File: src/rtl/sif_xa_arbiter.sv
// sif_xa_arbiter: round-robin arbiter and sequencer sharing one SIF XA port between two
// requesters. Issues exactly-timed write/read strobes (never both), returns read data tagged
// with the issuing requester, and keeps wrapping write/read completion counters.
module sif_xa_arbiter #(
  parameter int unsigned DW     = 16,
  parameter int unsigned RD_LAT = 2   // 1..15
) (
  input  logic          clk,
  input  logic          rst_n,
  input  logic          req0_valid,
  input  logic          req0_wr,
  input  logic [DW-1:0] req0_wdata,
  output logic          req0_ready,
  input  logic          req1_valid,
  input  logic          req1_wr,
  input  logic [DW-1:0] req1_wdata,
  output logic          req1_ready,
  output logic          rd_valid,
  output logic          rd_id,
  output logic [DW-1:0] rd_data,
  output logic          xa_wr_s,
  output logic          xa_rd_s,
  output logic [DW-1:0] xa_wdata,
  input  logic [DW-1:0] xa_rd_data,
  output logic          busy,
  output logic [15:0]   wr_cnt,
  output logic [15:0]   rd_cnt
);

  localparam logic [3:0] LatInit = 4'(RD_LAT - 1);

  typedef enum logic [1:0] {StIdle, StWrite, StRead, StRdWait} state_e;

  state_e          state_q, state_d;
  logic            last_grant_q, last_grant_d;
  logic            cur_id_q, cur_id_d;
  logic [DW-1:0]   wdata_q, wdata_d;
  logic [DW-1:0]   rd_data_q, rd_data_d;
  logic            rd_id_q, rd_id_d;
  logic            rd_valid_q, rd_valid_d;
  logic [3:0]      lat_q, lat_d;
  logic [15:0]     wr_cnt_q, wr_cnt_d;
  logic [15:0]     rd_cnt_q, rd_cnt_d;
  logic            wr_s_q, rd_s_q;
  logic            grant0, grant1;
  logic            win_wr;

  // Arbitration: only in IDLE; on a tie the requester that did not win last time goes.
  always_comb begin
    grant0 = 1'b0;
    grant1 = 1'b0;
    if (state_q == StIdle) begin
      if (req0_valid && req1_valid) begin
        grant0 = last_grant_q;
        grant1 = !last_grant_q;
      end else begin
        grant0 = req0_valid;
        grant1 = req1_valid;
      end
    end
  end

  // Next-state and datapath updates for the command sequencer.
  always_comb begin
    state_d      = state_q;
    last_grant_d = last_grant_q;
    cur_id_d     = cur_id_q;
    wdata_d      = wdata_q;
    rd_data_d    = rd_data_q;
    rd_id_d      = rd_id_q;
    rd_valid_d   = 1'b0;
    lat_d        = lat_q;
    wr_cnt_d     = wr_cnt_q;
    rd_cnt_d     = rd_cnt_q;
    win_wr       = 1'b0;
    unique case (state_q)
      StIdle: begin
        if (grant0 || grant1) begin
          cur_id_d     = grant1;
          last_grant_d = grant1;
          wdata_d      = grant1 ? req1_wdata : req0_wdata;
          win_wr       = grant1 ? req1_wr : req0_wr;
          state_d      = win_wr ? StWrite : StRead;
        end
      end
      StWrite: begin
        wr_cnt_d = wr_cnt_q + 16'd1;
        state_d  = StIdle;
      end
      StRead: begin
        lat_d   = LatInit;
        state_d = StRdWait;
      end
      StRdWait: begin
        if (lat_q != 4'd0) begin
          lat_d = lat_q - 4'd1;
        end else begin
          rd_data_d  = xa_rd_data;
          rd_id_d    = cur_id_q;
          rd_valid_d = 1'b1;
          rd_cnt_d   = rd_cnt_q + 16'd1;
          state_d    = StIdle;
        end
      end
      default: state_d = StIdle;
    endcase
  end

  // State registers; strobes are registered decodes of the next state so they align with it.
  always_ff @(posedge clk or negedge rst_n) begin
    if (!rst_n) begin
      state_q      <= StIdle;
      last_grant_q <= 1'b1;
      cur_id_q     <= 1'b0;
      wdata_q      <= '0;
      rd_data_q    <= '0;
      rd_id_q      <= 1'b0;
      rd_valid_q   <= 1'b0;
      lat_q        <= 4'd0;
      wr_cnt_q     <= 16'd0;
      rd_cnt_q     <= 16'd0;
      wr_s_q       <= 1'b0;
      rd_s_q       <= 1'b0;
    end else begin
      state_q      <= state_d;
      last_grant_q <= last_grant_d;
      cur_id_q     <= cur_id_d;
      wdata_q      <= wdata_d;
      rd_data_q    <= rd_data_d;
      rd_id_q      <= rd_id_d;
      rd_valid_q   <= rd_valid_d;
      lat_q        <= lat_d;
      wr_cnt_q     <= wr_cnt_d;
      rd_cnt_q     <= rd_cnt_d;
      wr_s_q       <= (state_d == StWrite);
      rd_s_q       <= (state_d == StRead);
    end
  end

  assign req0_ready = grant0;
  assign req1_ready = grant1;
  assign xa_wr_s    = wr_s_q;
  assign xa_rd_s    = rd_s_q;
  assign xa_wdata   = wdata_q;
  assign rd_valid   = rd_valid_q;
  assign rd_id      = rd_id_q;
  assign rd_data    = rd_data_q;
  assign busy       = (state_q != StIdle);
  assign wr_cnt     = wr_cnt_q;
  assign rd_cnt     = rd_cnt_q;

endmodule

File: config.mk
export PLATFORM = sky130hd
export DESIGN_NAME = sif_xa_arbiter
export DESIGN_NICKNAME = d
export VERILOG_FILES = /design/src/rtl/sif_xa_arbiter.sv
export SDC_FILE = /design/constraint.sdc
export NUM_CORES = 1
export LEC_CHECK = 0
export BUFFER_PORTS_ARGS = -buffer_cell sky130_fd_sc_hd__buf_2
export CORE_UTILIZATION = 51
export CTS_BUF_LIST = sky130_fd_sc_hd__clkbuf_4 sky130_fd_sc_hd__clkbuf_8
export DETAILED_ROUTE_END_ITERATION = 8
export PLACE_DENSITY = 0.8
export SYNTH_ARGS = -nofsm -noshare
export SYNTH_HDL_FRONTEND = slang
export SYNTH_SLANG_ARGS = --single-unit
File: constraint.sdc
create_clock -name clk -period 2.12 [get_ports clk]
set_input_delay 0.318 -clock clk [delete_from_list [all_inputs] [get_ports clk]]
set_output_delay 0.318 -clock clk [all_outputs]
set_load 0.05 [all_outputs]
==> reports/results.ini, run 1 <==
[synthesis]
seq_area_frac_synth_pct=57.25
yosys_register_bits=76
synthDistinctLibCells=40
async_reset_ff_share_pct=100.0
syn_inst=339
yosys_warnings=0
synth_nets=397
syn_area_um2=3324
synth-edff-count=0
synthFlopType=dfrtp_1
avgSynthCellArea_um2=9.807

[sta]
slew-limit-headroom_pct=57.11
rsz0062_at_grt=no
finalHoldViolCount=7
maxSlewViolCount=0
period_share_pct=91.43
setup_violations=0
timing.fmax_ghz=0.5159
tns_ps=0
min_period_ps=1938
holdWs_ps=-7.652
fin_worst_skew_ps=10.99
worstMarginPinSlew_ps=643.3

[floorplan]
rows=29
initial_core_util_pct=52.66
dieArea_um2=6845
die_h_um=82.74
core-area_um2=6314
chipWidth_um=82.74
num_io_pins=125

[critical_path]
crit_type=reg2out
crit_required_ps=1800
cp.arrival_ps=1620
cp-end-kind=primary output
path_max_fanout=16
cp-start-kind=register

[clock_network]
hold_buffers=0
cts_max_level=3
cts_made_buffers=9
root_buffer=clkbuf_8
cts_sinks=76
cts_tree=built
cts_setup_buffers=0
ctsResizeCount=0
clk_latency_ps=340
clk_pin_slew_ps=80
cts_buffer_depth=2

[outcome]
status=finished with violations
failed_checks=hold timing

[job]
drv_cap=0

[grt]
antenna_found_initial=0
grt_pass1_wl_mm=11.35
grt_max_degree=52
grt_pass1_vias=2588
overflow=0
track_usage_pct=22.08

[cells_and_area]
drive_gt1_share_pct=33.61
fillers=517
fin_cells=553
area_delta_synth_final_pct=28.94
nets=529
diodes=0

[place]
place_congestion=0.7760
dpl.cell_count=537
port_buffers=124
hpwl_mm=5.335

[drt]
via_count=2804
dr.first_iter.drc_count=120
ant_nets=0
drtPass1Iterations=5
wl_per_cell_um=12.94
wirelength_mm=7.154
vias_per_cell=5.071
drc=0

[power_and_ir_drop]
p_per_area_nw_per_um2=1574
power_w=0.006749
leakagePower_nw=2.270
ir_drop_mv=1.153

[hold_path]
hold_class=in2async

## cells in the final DEF (no fill, tap or decap), types with 2 or more instances in the layout
master,Yosys,final
and3_1,5,5
nand2_1,105,105
nor2_1,23,23
nand3_1,13,13
buf_2,6,123
nor3b_1,2,2
nor3_2,2,2
a31oi_1,16,16
inv_1,10,10
nand4_1,6,6
nor3_1,3,3
xor2_1,9,9
o21ai_0,6,6
buf_4,1,9
nor2_2,3,3
xnor2_1,21,21
o22ai_1,3,3
clkbuf_8,0,12
dfrtp_1,75,75
ha_1,4,4
bufinv_16,0,2
a21oi_1,3,3
clkinv_2,0,2
## routing by layer
metal  global-route usage (%)  up-vias  share of wire (%)
li1                         -     1379                  -
met1                    25.67     1316                 41
met2                    38.20       92                 51
met3                    5.385       17                5.6
met4                    10.17        0                2.1
met5                        0        -                  0
## power by group
group	total [W]	switching, W	internal, W
logic	0.00315	0.00235	0.000807
registers	0.00233	0.000392	0.00194
clock network	0.00127	0.000510	0.000756
total	0.00675	0.00325	0.00350
## worst max-delay path: stages (launching register included)
cell	delay [ps]
dfrtp_1	610
nor2_1	130
nand2_1	100
clkinv_1	180
buf_2	270
## area by class of cell
type	count	area, um2	share of cell area, %
Multi-Input combinational cell	240	1324	30.88
Tap cell	77	96.34	2.248
Timing Repair Buffer	132	683.2	15.94
Inverter	12	45.04	1.051
Sequential cell	76	1903	44.40
Clock inverter	4	70.07	1.635
Clock buffer	12	165.2	3.853
## worst paths after layout
check                         startpoint    endpoint  slack, ps  depth (start not counted)
setup / recovery              state_q[1]  req1_ready        180                          4
hold / removal                     rst_n   wr_cnt[9]         -8                          1
setup reg to reg                lat_q[0]  rd_cnt[15]        380                          6
hold reg to reg               wr_cnt[15]  wr_cnt[15]        470                          1
max in group asynchronous          rst_n  rd_cnt[12]       1420                          2
min in group clk           xa_rd_data[4]  rd_data[4]        160                          3
## metrics by stage
| step | setup slack (ps) | cell area [um2] | utilization [%] | hold slack, ps |
|---|---|---|---|---|
| after floorplan | 204.7 | 3324 | - | 22.41 |
| after global placement | 451.4 | 4051 | 64.17 | 380.5 |
| after detailed placement | 371.5 | 4051 | 64.17 | 392.7 |
| after CTS | 134.8 | 4287 | 67.90 | 22.42 |
| after global routing | 23.35 | 4287 | 67.90 | 37.47 |
| final | 181.8 | 4287 | 67.90 | -7.652 |
## sequential cells by signal, indices dropped and copies added, names as in the netlist
name / cells
last_grant_q: 1
rd_cnt: 16
lat_q: 4
rd_data: 16
xa_wr_s: 1
rd_valid: 1
xa_rd_s: 1
xa_wdata: 16
state_q: 2
rd_id: 1
wr_cnt: 16
cur_id_q: 1
## logic make-up after synthesis
family,count (synthesis),share of synthesized area [%]
and+or+nand+nor,172,23.86
DFF,76,57.25
AOI/OAI and AO/OA,32,5.909
xor gates and xnor gates,30,7.904
buffers and inverters,23,2.936
adders and majority gates,4,1.506
muxes,2,0.6398
## synthesized netlist by cell type, types with 2 or more instances
master	number	area [um2]
nor3_2	2	20.02
inv_1	10	37.54
xor2_1	9	78.83
xnor2_1	21	183.9
nor3b_1	2	15.01
and3_1	5	31.28
nor3_1	3	15.01
a31oi_1	16	100.1
nor2_2	3	18.77
o21ai_0	6	30.03
a21oi_1	3	15.01
clkbuf_1	4	15.01
o22ai_1	3	18.77
ha_1	4	50.05
nand3_1	13	65.06
dfrtp_1	75	1877
buf_2	6	30.03
nand2_1	105	394.1
nand4_1	6	37.54
nor2_1	23	86.33
(Power assumes the default switching activity.)
==> inputs of run 2 (changes only) <==
==> config.mk (replaced) <==
export PLATFORM = sky130hd
export DESIGN_NAME = sif_xa_arbiter
export DESIGN_NICKNAME = d
export VERILOG_FILES = /design/src/rtl/sif_xa_arbiter.sv
export SDC_FILE = /design/constraint.sdc
export NUM_CORES = 1
export LEC_CHECK = 0
export ABC_AREA = 1
export CORE_UTILIZATION = 60
export CTS_BUF_LIST = sky130_fd_sc_hd__clkbuf_4 sky130_fd_sc_hd__clkbuf_8
export DETAILED_ROUTE_END_ITERATION = 8
export DONT_BUFFER_PORTS = 1
export PLACE_DENSITY = 0.74
export SYNTH_ARGS = -nofsm -noshare
export SYNTH_HDL_FRONTEND = slang
export SYNTH_SLANG_ARGS = --single-unit
==> run 2 against run 1 <==
Against the previous run: the flow now finishes without violations; cell count shrank 3.3%; sequential share of layout area is 1.9 points higher; critical path depth unchanged; synthesized area grew 6.1%; sequential cell count did not move; non-clock buffer count down 100; setup slack got worse by 24 ps; sequential power rose by 46%.
==> reports/results.ini, run 2 <==
[outcome]
status=finished, final reports clean

[grt]
grt_max_degree=77
antenna_found_initial=0
grt_pass1_vias=2616
track_usage_pct=23.97
grt_pass1_wl_mm=11.41
overflow=0

[cells_and_area]
nets=516
area_delta_synth_final_pct=16.50
fillers=441
final_common_cell=nand2_1
drive_gt1_share_pct=12.10
design_area_um2=4109
regArea_um2=1903
final_cell_mix=nand2_1, dfrtp_1, inv_1
multi_input_area_um2=1383
finish.utilization_pct=73.71
diodes=0

[critical_path]
rr_worst_depth=5
r2r-end=rd_cnt[8]
path_max_fanout=20
crit_type=reg2out
cp-end-kind=primary output
cp-endpoint=req1_ready
critPathLaunch=state_q[0]
r2r_slack_ps=450
cp.arrival_ps=1640
r2r_start=rd_cnt[4]
cp-start-kind=register
crit_required_ps=1800

[drt]
drc=0
dr.first_iter.drc_count=127
wirelength_mm=6.878
vias_per_cell=5.129
ant_nets=0
via_count=2744
drtPass1Iterations=4
wl_per_cell_um=12.86

[synthesis]
syn_inst=425
syn_area_um2=3527
synth.largest_area_cell=dfrtp_1
async_reset_ff_share_pct=100.0
seq_area_frac_synth_pct=53.96
yosys_warnings=0
synthDistinctLibCells=23
yosysTopAreaCellShare_pct=53.21
synthFlopType=dfrtp_1
ys_top_cells_by_area=dfrtp_1, nand2_1, o21ai_0, inv_1, nor2_1
post-synth-top-count-cell=nand2_1
synth-edff-count=0
avgSynthCellArea_um2=8.299
yosys_register_bits=76
ys_top_cells_by_count=nand2_1, dfrtp_1, inv_1
synth_nets=483

[clock_network]
clk_latency_ps=330
clk_pin_slew_ps=80
cts_made_buffers=9
cts_buffer_depth=2
root_buffer=clkbuf_8
cts_tree=built
cts_max_level=3
cts_setup_buffers=0
cts_sinks=76

[floorplan]
chipWidth_um=78.67
initial_core_util_pct=63.28
dieArea_um2=6189
die_h_um=78.67
num_io_pins=125
rows=27
core-area_um2=5574

[sta]
maxSlewViolCount=0
finalHoldViolCount=0
tns_ps=0
min_period_ps=1962
setup_violations=0
fin_worst_skew_ps=9.301
rsz0062_at_grt=no
slew-limit-headroom_pct=58.99
setup_ws_ps=158.0
worstMarginPinSlew_ps=608.8
timing.fmax_ghz=0.5097
period_share_pct=92.55

[power_and_ir_drop]
ir_drop_mv=1.190
p_per_area_nw_per_um2=1612
leakagePower_nw=2.125

[place]
hpwl_mm=4.941
place_congestion=0.8033
port_buffers=0
preCtsSetupSlack_ps=471.4
dpl-instance-area_um2=3809

[hold_path]
hold_class=in2reg

[job]
drv_cap=0

==> run 2: area by class of cell <==
class / instances / share of cell area (%)
clock buffer: 9 / 3.015
clock inverter: 7 / 3.380
inverter: 52 / 4.750
multi-input combinational: 287 / 33.65
sequential: 76 / 46.32
tap: 72 / 2.192
timing repair buffer: 32 / 6.699
==> run 2: metal layers <==
| metal | track usage [%] | wire, um | vias up | share of wire, % |
|---|---|---|---|---|
| met3 | 6.860 | 448 | 10 | 6.5 |
| met2 | 40.78 | 3433 | 94 | 50 |
| met1 | 27.90 | 2890 | 1257 | 42 |
| met4 | 10.93 | 105 | 0 | 1.5 |
| li1 | - | - | 1383 | - |
| met5 | 0 | 0 | - | 0 |
==> run 2: logic make-up (layout without fill, tap and decap cells) <==
logic type / after synthesis / after routing / synth area share, %
AO/OA/AOI/OAI: 43 / 43 / 6.457
XOR/XNOR: 23 / 23 / 5.711
adder cells (fa/ha/maj): 4 / 4 / 1.419
buffers and inverters: 62 / 100 / 6.846
flip-flops: 76 / 76 / 53.96
multiplexers: 1 / 1 / 0.3192
AND/OR/NAND/NOR: 216 / 216 / 25.29
==> run 2: through the flow <==
| step | hold WS, ps | instances | total power [W] |
|---|---|---|---|
| 4_1_cts | 70.65 | 535 | 0.006689 |
| 3_3_place_gp | 24.04 | 517 | 0.005146 |
| 5_1_grt | 78.57 | 535 | 0.006982 |
| 3_5_place_dp | 23.90 | 517 | 0.005228 |
| 2_1_floorplan | 22.41 | 425 | 0.004735 |
| 6_report | 85.37 | 535 | 0.006625 |
==> run 2: where the power goes <==
group | total, W | switching, W | internal (W) | leakage (nW)
clock | 0.00141 | 0.000513 | 0.000899 | 0.133
combinational | 0.00180 | 0.00121 | 0.000587 | 1.01
sequential | 0.00341 | 0.00149 | 0.00192 | 0.978
==> run 2: worst max-delay path: stages, from the launching register on <==
cell	delay, ps
dfrtp_1	420
nor2_1	210
nand3_2	150
inv_2	270
buf_4	260
==> run 2: how the worst min path moves through the flow <==
stage,slack [ps],depth (start not counted),endpoint,startpoint
after floorplan,20,0,cur_id_q,rst_n
after global placement,20,0,rd_cnt[9],rst_n
after detailed placement,20,0,rd_cnt[8],rst_n
after CTS,70,2,rd_data[15],xa_rd_data[15]
after global routing,80,2,rd_data[3],xa_rd_data[3]
final,90,2,rd_data[15],xa_rd_data[15]
==> run 2: repair_timing <==
action,4_1_cts,5_1_grt
resized for setup,0,0
endpoints found under the hold margin,76,0
hold buffers,2,0
==> inputs of run 3 (changes only) <==
--- a/config.mk
+++ b/config.mk
@@ -6,6 +6,8 @@
 export NUM_CORES = 1
 export LEC_CHECK = 0
 export ABC_AREA = 1
+export CORE_ASPECT_RATIO = 1.25
+export CORE_MARGIN = 2
 export CORE_UTILIZATION = 60
 export CTS_BUF_LIST = sky130_fd_sc_hd__clkbuf_4 sky130_fd_sc_hd__clkbuf_8
 export DETAILED_ROUTE_END_ITERATION = 8
==> run 3 against run 2 <==
Against the previous run: count of clock-buffer cells in the layout up 3; hold slack worse by 7.0 ps; via count increased by 0.98%; first-iteration DRC count grew 19%; critical path type unchanged; die area rose by 5.2%; register-to-register slack hardly changed; fmax is 2.3% higher; critical endpoint unchanged.
==> reports/results.ini, run 3 (same netlist as run 2, synthesis figures left out) <==
[sta]
min_period_ps=1918
rsz0062_at_grt=no
fin_worst_skew_ps=8.514
tns_ps=0
setup_violations=0
holdWs_ps=78.40
worstMarginPinSlew_ps=635.3
period_share_pct=90.46
finalHoldViolCount=0
timing.fmax_ghz=0.5215
slew-limit-headroom_pct=57.55
maxSlewViolCount=0

[job]
drv_cap=0

[floorplan]
dieArea_um2=6511
rows=31
chipWidth_um=72.58
num_io_pins=125
initial_core_util_pct=61.44
die_h_um=89.72
core-area_um2=5741

[critical_path]
r2r_slack_ps=440
cp.arrival_ps=1600
cp-start-kind=register
cp-end-kind=primary output
crit_type=reg2out
crit_required_ps=1800
path_max_fanout=33

[cells_and_area]
diodes=0
fillers=457
final_cell_mix=nand2_1, dfrtp_1, inv_1
final_common_cell=nand2_1
drive_gt1_share_pct=11.90
nets=515
area_delta_synth_final_pct=14.93

[clock_network]
cts_tree=built
root_buffer=clkbuf_8
clk_pin_slew_ps=80
clk_latency_ps=340
ctsResizeCount=0
cts_max_level=3
cts_made_buffers=9
cts_buffer_depth=2
cts_setup_buffers=0
cts_sinks=76

[power_and_ir_drop]
leakagePower_nw=2.104
ir_drop_mv=0.9941
p_per_area_nw_per_um2=1587

[grt]
overflow=0
antenna_found_initial=0
grt_max_degree=77
grt_pass1_wl_mm=11.86
grt_pass1_vias=2667
track_usage_pct=22.99

[drt]
wl_per_cell_um=13.29
ant_nets=0
via_count=2771
drtPass1Iterations=4
dr.first_iter.drc_count=151
vias_per_cell=5.248
wirelength_mm=7.019
drc=0

[hold_path]
hold_class=in2reg

[outcome]
status=finished, final reports clean

[place]
hpwl_mm=5.041
place_congestion=0.9046
port_buffers=0

## run 3: cell count changes in the layout (fill, tap and decap cells not counted)
cell,previous run,this run
clkbuf_8,9,12
bufinv_16,4,2
buf_12,1,0
clkinv_4,1,0
## run 3: through the flow
step / instance area (um2) / setup WS [ps] / util [%] / power (W) / cells
detailed placement: 3781 / 430.3 / 65.87 / 0.005179 / 510
global route: 4054 / 50.26 / 70.62 / 0.006835 / 528
finish: 4054 / 202.3 / 70.62 / 0.006435 / 528
global placement: 3781 / 527.7 / 65.87 / 0.005102 / 510
floorplan: 3527 / 419.7 / - / 0.004735 / 425
CTS: 4054 / 183.0 / 70.62 / 0.006499 / 528
## run 3: worst max-delay path, stage by stage, from the launching register on
cell     delay [ps]
dfrtp_1         420
nor2_1          220
nand3_2         150
inv_2           110
buf_4           360
## run 3: where the power goes
part	total, W	switching [W]	internal, W
registers	0.00342	0.00149	0.00192
logic	0.00176	0.00121	0.000551
clock network	0.00126	0.000505	0.000755
## run 3: timing repair
action,in CTS,in global routing
hold endpoints to repair,76,0
hold buffers,2,0
setup endpoints to repair,0,0
## run 3: worst paths after layout
check	start	endpoint	cells after the start
max	state_q[0]	req1_ready	4
min	xa_rd_data[8]	rd_data[8]	2
max reg2reg	state_q[0]	xa_wdata[10]	7
min reg2reg	cur_id_q	rd_id	2
max in group asynchronous	rst_n	rd_cnt[12]	2
min in group asynchronous	rst_n	rd_cnt[2]	2
## run 3: layout make-up
| class | count | area [um2] | share of cell area (%) |
|---|---|---|---|
| clock buffer | 12 | 165.2 | 4.074 |
| clock inverter | 4 | 70.07 | 1.728 |
| inverter | 52 | 195.2 | 4.815 |
| multi-input combinational | 287 | 1383 | 34.11 |
| sequential | 76 | 1903 | 46.94 |
| tap | 66 | 82.58 | 2.037 |
| timing repair buffer | 31 | 255.2 | 6.296 |
## run 3: routing by layer
layer	up-vias	wire, um	track usage (%)
met3	11	478	5.493
met1	1279	2869	27.55
met5	-	0	0
met4	0	133	10.49
met2	101	3538	38.41
li1	1380	-	-
